## src/rtl/mem_arbiter_if.sv

```systemverilog
// Bundle of requester-side handshakes and the memory-side bus for mem_arbiter.
// slave = arbiter view, master = core/memory environment view.
interface mem_arbiter_if #(
  parameter int AW = 32,
  parameter int DW = 32
);
  logic          i_req;
  logic [AW-1:0] i_addr;
  logic          i_ready;
  logic [DW-1:0] i_rdata;
  logic          d_req;
  logic          d_we;
  logic [AW-1:0] d_addr;
  logic [DW-1:0] d_wdata;
  logic          d_ready;
  logic [DW-1:0] d_rdata;
  logic          m_en;
  logic          m_we;
  logic [AW-1:0] m_addr;
  logic [DW-1:0] m_wdata;
  logic [DW-1:0] m_rdata;
  logic          busy;

  modport slave (
    input  i_req, i_addr, d_req, d_we, d_addr, d_wdata, m_rdata,
    output i_ready, i_rdata, d_ready, d_rdata, m_en, m_we, m_addr, m_wdata, busy
  );

  modport master (
    output i_req, i_addr, d_req, d_we, d_addr, d_wdata, m_rdata,
    input  i_ready, i_rdata, d_ready, d_rdata, m_en, m_we, m_addr, m_wdata, busy
  );
endinterface

```

## src/rtl/mem_arbiter.sv

```systemverilog
// Shares one fixed-latency single-port memory between instruction fetch and
// data access ports; ties alternate so neither side can starve.
module mem_arbiter #(
  parameter int AW  = 32,
  parameter int DW  = 32,
  parameter int LAT = 2
) (
  input logic         clk,
  input logic         reset,
  mem_arbiter_if.slave bus
);
  typedef enum logic [1:0] {IDLE, ACCESS, RESP} state_t;

  localparam logic OWN_I = 1'b0;
  localparam logic OWN_D = 1'b1;
  localparam int   CW    = (LAT > 1) ? $clog2(LAT) : 1;
  localparam logic [CW-1:0] CNT_RD = CW'(LAT - 1);

  state_t        state_q;
  logic          last_grant_q;
  logic          owner_q;
  logic [CW-1:0] cnt_q;
  logic          i_ready_q, d_ready_q;
  logic [DW-1:0] i_rdata_q, d_rdata_q;
  logic          m_en_q, m_we_q;
  logic [AW-1:0] m_addr_q;
  logic [DW-1:0] m_wdata_q;

  logic          owner_d;
  logic          we_d;
  logic [AW-1:0] addr_d;
  logic [DW-1:0] wdata_d;

  // On a tie the side that did not win last time gets the memory.
  always_comb begin
    owner_d = OWN_I;
    if (bus.i_req && bus.d_req) owner_d = ~last_grant_q;
    else if (bus.d_req)         owner_d = OWN_D;
    we_d    = (owner_d == OWN_D) && bus.d_we;
    addr_d  = (owner_d == OWN_D) ? bus.d_addr : bus.i_addr;
    wdata_d = (owner_d == OWN_D) ? bus.d_wdata : m_wdata_q;
  end

  always_ff @(posedge clk or negedge reset) begin
    if (!reset) begin
      state_q      <= IDLE;
      last_grant_q <= OWN_I;
      owner_q      <= OWN_I;
      cnt_q        <= '0;
      i_ready_q    <= 1'b0;
      d_ready_q    <= 1'b0;
      i_rdata_q    <= '0;
      d_rdata_q    <= '0;
      m_en_q       <= 1'b0;
      m_we_q       <= 1'b0;
      m_addr_q     <= '0;
      m_wdata_q    <= '0;
    end else begin
      i_ready_q <= 1'b0;
      d_ready_q <= 1'b0;
      case (state_q)
        IDLE: begin
          if (bus.i_req || bus.d_req) begin
            owner_q   <= owner_d;
            m_en_q    <= 1'b1;
            m_we_q    <= we_d;
            m_addr_q  <= addr_d;
            m_wdata_q <= wdata_d;
            cnt_q     <= we_d ? '0 : CNT_RD;
            state_q   <= ACCESS;
          end
        end
        ACCESS: begin
          if (cnt_q != '0) begin
            cnt_q <= cnt_q - 1'b1;
          end else begin
            // m_rdata is only guaranteed on the final cycle of the read window.
            if (!m_we_q) begin
              if (owner_q == OWN_D) d_rdata_q <= bus.m_rdata;
              else                  i_rdata_q <= bus.m_rdata;
            end
            i_ready_q <= (owner_q == OWN_I);
            d_ready_q <= (owner_q == OWN_D);
            m_en_q    <= 1'b0;
            m_we_q    <= 1'b0;
            state_q   <= RESP;
          end
        end
        RESP: begin
          last_grant_q <= owner_q;
          state_q      <= IDLE;
        end
        default: state_q <= IDLE;
      endcase
    end
  end

  assign bus.i_ready = i_ready_q;
  assign bus.d_ready = d_ready_q;
  assign bus.i_rdata = i_rdata_q;
  assign bus.d_rdata = d_rdata_q;
  assign bus.m_en    = m_en_q;
  assign bus.m_we    = m_we_q;
  assign bus.m_addr  = m_addr_q;
  assign bus.m_wdata = m_wdata_q;
  assign bus.busy    = (state_q != IDLE);
endmodule
```

## src/flat_wrapper.sv

```systemverilog
// flat-port wrapper written by rule: the top's interface ports become plain ports
module mem_arbiter_flat 
#(
  parameter int AW  = 32,
  parameter int DW  = 32,
  parameter int LAT = 2
)
  (clk, reset, bus_i_req, bus_i_addr, bus_d_req, bus_d_we, bus_d_addr, bus_d_wdata, bus_m_rdata, bus_i_ready, bus_i_rdata, bus_d_ready, bus_d_rdata, bus_m_en, bus_m_we, bus_m_addr, bus_m_wdata, bus_busy);
  mem_arbiter_if #(.AW(AW), .DW(DW)) bus_i ();
  input logic clk;
  input logic reset;
  input wire logic [$bits(bus_i.i_req)-1:0] bus_i_req;
  input wire logic [$bits(bus_i.i_addr)-1:0] bus_i_addr;
  input wire logic [$bits(bus_i.d_req)-1:0] bus_d_req;
  input wire logic [$bits(bus_i.d_we)-1:0] bus_d_we;
  input wire logic [$bits(bus_i.d_addr)-1:0] bus_d_addr;
  input wire logic [$bits(bus_i.d_wdata)-1:0] bus_d_wdata;
  input wire logic [$bits(bus_i.m_rdata)-1:0] bus_m_rdata;
  output wire logic [$bits(bus_i.i_ready)-1:0] bus_i_ready;
  output wire logic [$bits(bus_i.i_rdata)-1:0] bus_i_rdata;
  output wire logic [$bits(bus_i.d_ready)-1:0] bus_d_ready;
  output wire logic [$bits(bus_i.d_rdata)-1:0] bus_d_rdata;
  output wire logic [$bits(bus_i.m_en)-1:0] bus_m_en;
  output wire logic [$bits(bus_i.m_we)-1:0] bus_m_we;
  output wire logic [$bits(bus_i.m_addr)-1:0] bus_m_addr;
  output wire logic [$bits(bus_i.m_wdata)-1:0] bus_m_wdata;
  output wire logic [$bits(bus_i.busy)-1:0] bus_busy;
  assign bus_i.i_req = bus_i_req;
  assign bus_i.i_addr = bus_i_addr;
  assign bus_i.d_req = bus_d_req;
  assign bus_i.d_we = bus_d_we;
  assign bus_i.d_addr = bus_d_addr;
  assign bus_i.d_wdata = bus_d_wdata;
  assign bus_i.m_rdata = bus_m_rdata;
  assign bus_i_ready = bus_i.i_ready;
  assign bus_i_rdata = bus_i.i_rdata;
  assign bus_d_ready = bus_i.d_ready;
  assign bus_d_rdata = bus_i.d_rdata;
  assign bus_m_en = bus_i.m_en;
  assign bus_m_we = bus_i.m_we;
  assign bus_m_addr = bus_i.m_addr;
  assign bus_m_wdata = bus_i.m_wdata;
  assign bus_busy = bus_i.busy;
  mem_arbiter #(.AW(AW), .DW(DW), .LAT(LAT)) u_core (.clk(clk), .reset(reset), .bus(bus_i));
endmodule
```

## config.mk

```make
export PLATFORM = sky130hd
export DESIGN_NAME = mem_arbiter_flat
export DESIGN_NICKNAME = d
export VERILOG_FILES = /design/src/rtl/mem_arbiter_if.sv /design/src/rtl/mem_arbiter.sv /design/src/flat_wrapper.sv
export SDC_FILE = /design/constraint.sdc
export NUM_CORES = 1
export LEC_CHECK = 0
export BUFFER_PORTS_ARGS = -buffer_cell sky130_fd_sc_hd__buf_2
export CORE_ASPECT_RATIO = 0.8
export CORE_MARGIN = 2
export CORE_UTILIZATION = 50
export DETAILED_ROUTE_END_ITERATION = 8
export PLACE_DENSITY = 0.85
export REMOVE_ABC_BUFFERS = 1
export SLEW_MARGIN = 30
export SYNTH_ARGS = -nofsm -noshare
export SYNTH_HDL_FRONTEND = slang
export SYNTH_SLANG_ARGS = --single-unit
```

## constraint.sdc

```tcl
create_clock -name clk -period 2.48 [get_ports clk]
set_input_delay 0.248 -clock clk [delete_from_list [all_inputs] [get_ports clk]]
set_output_delay 0.248 -clock clk [all_outputs]
set_load 0.005 [all_outputs]
```

==> metrics.cfg <==
[status]
status=completed

[detailed_routing]
routed.top_layer=met4
num_vias=4309
vias_per_cell=5.33
drt-met1-wl_mm=5.70
routed_wl_mm=14.4
drt_iter0_drc=135
drc=0
drtPass1Iterations=4
avgRoutedWirePerCell_um=17.8
dr_wl_met2_mm=7.37
ant_nets=0
route.met3.wl_mm=1.08

[floorplanning]
rows=34
start_util_pct=51.6
ios=266
dieWidth_um=123
fp.dieH_um=99
core_um2=10900
die_area_um2=12200

[clock_tree]
cts_inserted_buffers=17
cts_hold_buf=1
cts_resized=0
clkLatencyLatePin_ps=410
postCtsSetupBuffers=0
cts_root_buf=clkbuf_16
htree_levels=4
clkSinkCount=137
cts_buffer_depth=2
cts_tree=built
path_clk_slew_ps=60

[sta]
rsz0062_at_grt=false
holdWs_ps=57.4
period_share_pct=79.2
max_freq_mhz=509
skew_ps=9.05
slew_viol_final=0
hold_violations=0
tightest_slew_ps=675
period_needed_ps=1960
finalSetupTns_ps=0
finalSetupViolCount=0
maxSlewHeadroom_pct=53.9

[global_route]
grt_use_total_pct=24.5
grt_max_degree=53
grt_pass1_wl_mm=23.0
grt_pass1_vias=4506
antenna_found_initial=1
grt.overflow.total=0

[synth]
async_reset_ff_share_pct=100
yosys.area.top_type=dfrtp_1
synth-seq-cells=137
synth_edf_count=0
ys_warn_count=0
ys.flop_type=dfrtp_1
synth_top_area_share_pct=60.8
post_synth_num_cell_types=28
synthTopCellsByArea=dfrtp_1 (61%), mux2_2 (13%), mux2_4 (8.0%)
postSynthCellCount=383
ys_seq_area_share_pct=60.8
syn_area_um2=5640
avgSynthCellArea_um2=14.7

[critical_path]
crit_arrival_ps=2250
cp-end-kind=flop
crit_path_start_kind=flop
crit_fanout=34
worstSetupPathType=flop to flop
required_ps=2770

[place]
port_buffers=265
gp_routability_congestion=0.835
dp_hpwl_mm=10.3
dpl_cell_area_um2=7110

[power_and_ir_drop]
cellPowerDensity_nw_per_um2=1400
p_leak_uw=0.00383
total_power_uw=10900
peakVddDrop_mv=0.756

[finish]
final_area_um2=7740
drive_gt1_share_pct=62.0
final_util_pct=70.8
syn_to_final_growth_pct=37.2
layout.nets=783

[flow_run]
drv_cap=0

[hold_path]
hold_path_class=input pin to flop

[layout make-up]
cell class	count	area [um2]
Inverter	2	7.51
Tap cell	144	180
Clock inverter	15	190
Sequential cell	137	3430
Clock buffer	17	425
Timing Repair Buffer	278	1450
Antenna cell	1	2.50
Fill cell	768	3190
Multi-Input combinational cell	214	2060
[metrics by stage]
step,worst slack (ps),cells
after floorplan,-417,353
after global placement,586,774
after detailed placement,520,774
after CTS,508,807
after global routing,421,808
final,517,808
[power by group]
part / total, uW / switching [uW] / internal, uW
registers: 4060 / 657 / 3400
clock network: 2600 / 1000 / 1600
logic: 4190 / 1780 / 2410
[cell families (layout without fill, tap and decap cells)]
group / after synthesis / in the layout / synth area share, %
buffers and inverters: 32 / 312 / 2.86
DFF: 137 / 137 / 60.8
muxes: 97 / 97 / 21.4
other: 0 / 1 / 0
and+or+nand+nor: 46 / 46 / 4.10
AOI/OAI and AO/OA: 71 / 71 / 10.9
[final timing paths]
kind / startpoint / endpoint / slack, ps / depth (start not counted)
setup / recovery: u_core.last_grant_q$_DFFE_PN0N_ / u_core.bus.m_wdata[20]$_DFFE_PN0P_ / 520 / 4
hold / removal: bus_d_wdata[26] / u_core.bus.m_wdata[26]$_DFFE_PN0P_ / 60 / 2
setup reg to reg: u_core.last_grant_q$_DFFE_PN0N_ / u_core.bus.m_wdata[20]$_DFFE_PN0P_ / 520 / 4
hold reg to reg: u_core.bus.m_en$_DFFE_PN0P_ / u_core.bus.m_en$_DFFE_PN0P_ / 480 / 2
max in group asynchronous: reset / u_core.bus.m_we$_DFFE_PN0P_ / 1520 / 3
min in group asynchronous: reset / u_core.bus.m_wdata[5]$_DFFE_PN0P_ / 320 / 2
[Yosys cell counts (2+ instances only)]
library cell  number
nand2_1           35
nor2_1             3
clkbuf_1          18
buf_4              3
mux2_4            30
mux2_2            64
buf_6              3
buf_2              6
a2111oi_0         32
nor3_4             2
a2bb2oi_1         32
mux2_1             3
dfrtp_1          137
[registers in the layout, indices dropped and copies added, names as in the netlist, 2 cells and up]
signal,cells
u_core.bus.d_rdata,32
u_core.bus.i_rdata,32
u_core.bus.m_addr,32
u_core.bus.m_wdata,32
u_core.state_q,2
[cell usage in the layout (no fill, tap or decap), drive strengths merged, types with 6 or more instances in the layout]
| cell | synthesis | layout |
|---|---|---|
| dfrtp | 137 | 137 |
| buf | 12 | 277 |
| nand2 | 35 | 35 |
| a2111oi | 32 | 32 |
| clkinvlp | 0 | 6 |
| a2bb2oi | 32 | 32 |
| clkbuf | 18 | 17 |
| mux2 | 97 | 97 |
| inv | 2 | 8 |
[per-layer routing]
layer,vias up,global-route usage (%)
li1,1969,-
met1,2143,29.2
met2,179,41.9
met3,18,7.00
met4,0,9.20
met5,-,0
[worst max-delay path, cell delays in order (launching register included)]
cell	delay, ps
dfrtp_1	400
a21bo_2	450
nor3_4	190
buf_4	410
mux2_2	390
No activity file was read; power rests on OpenSTA's default activity.
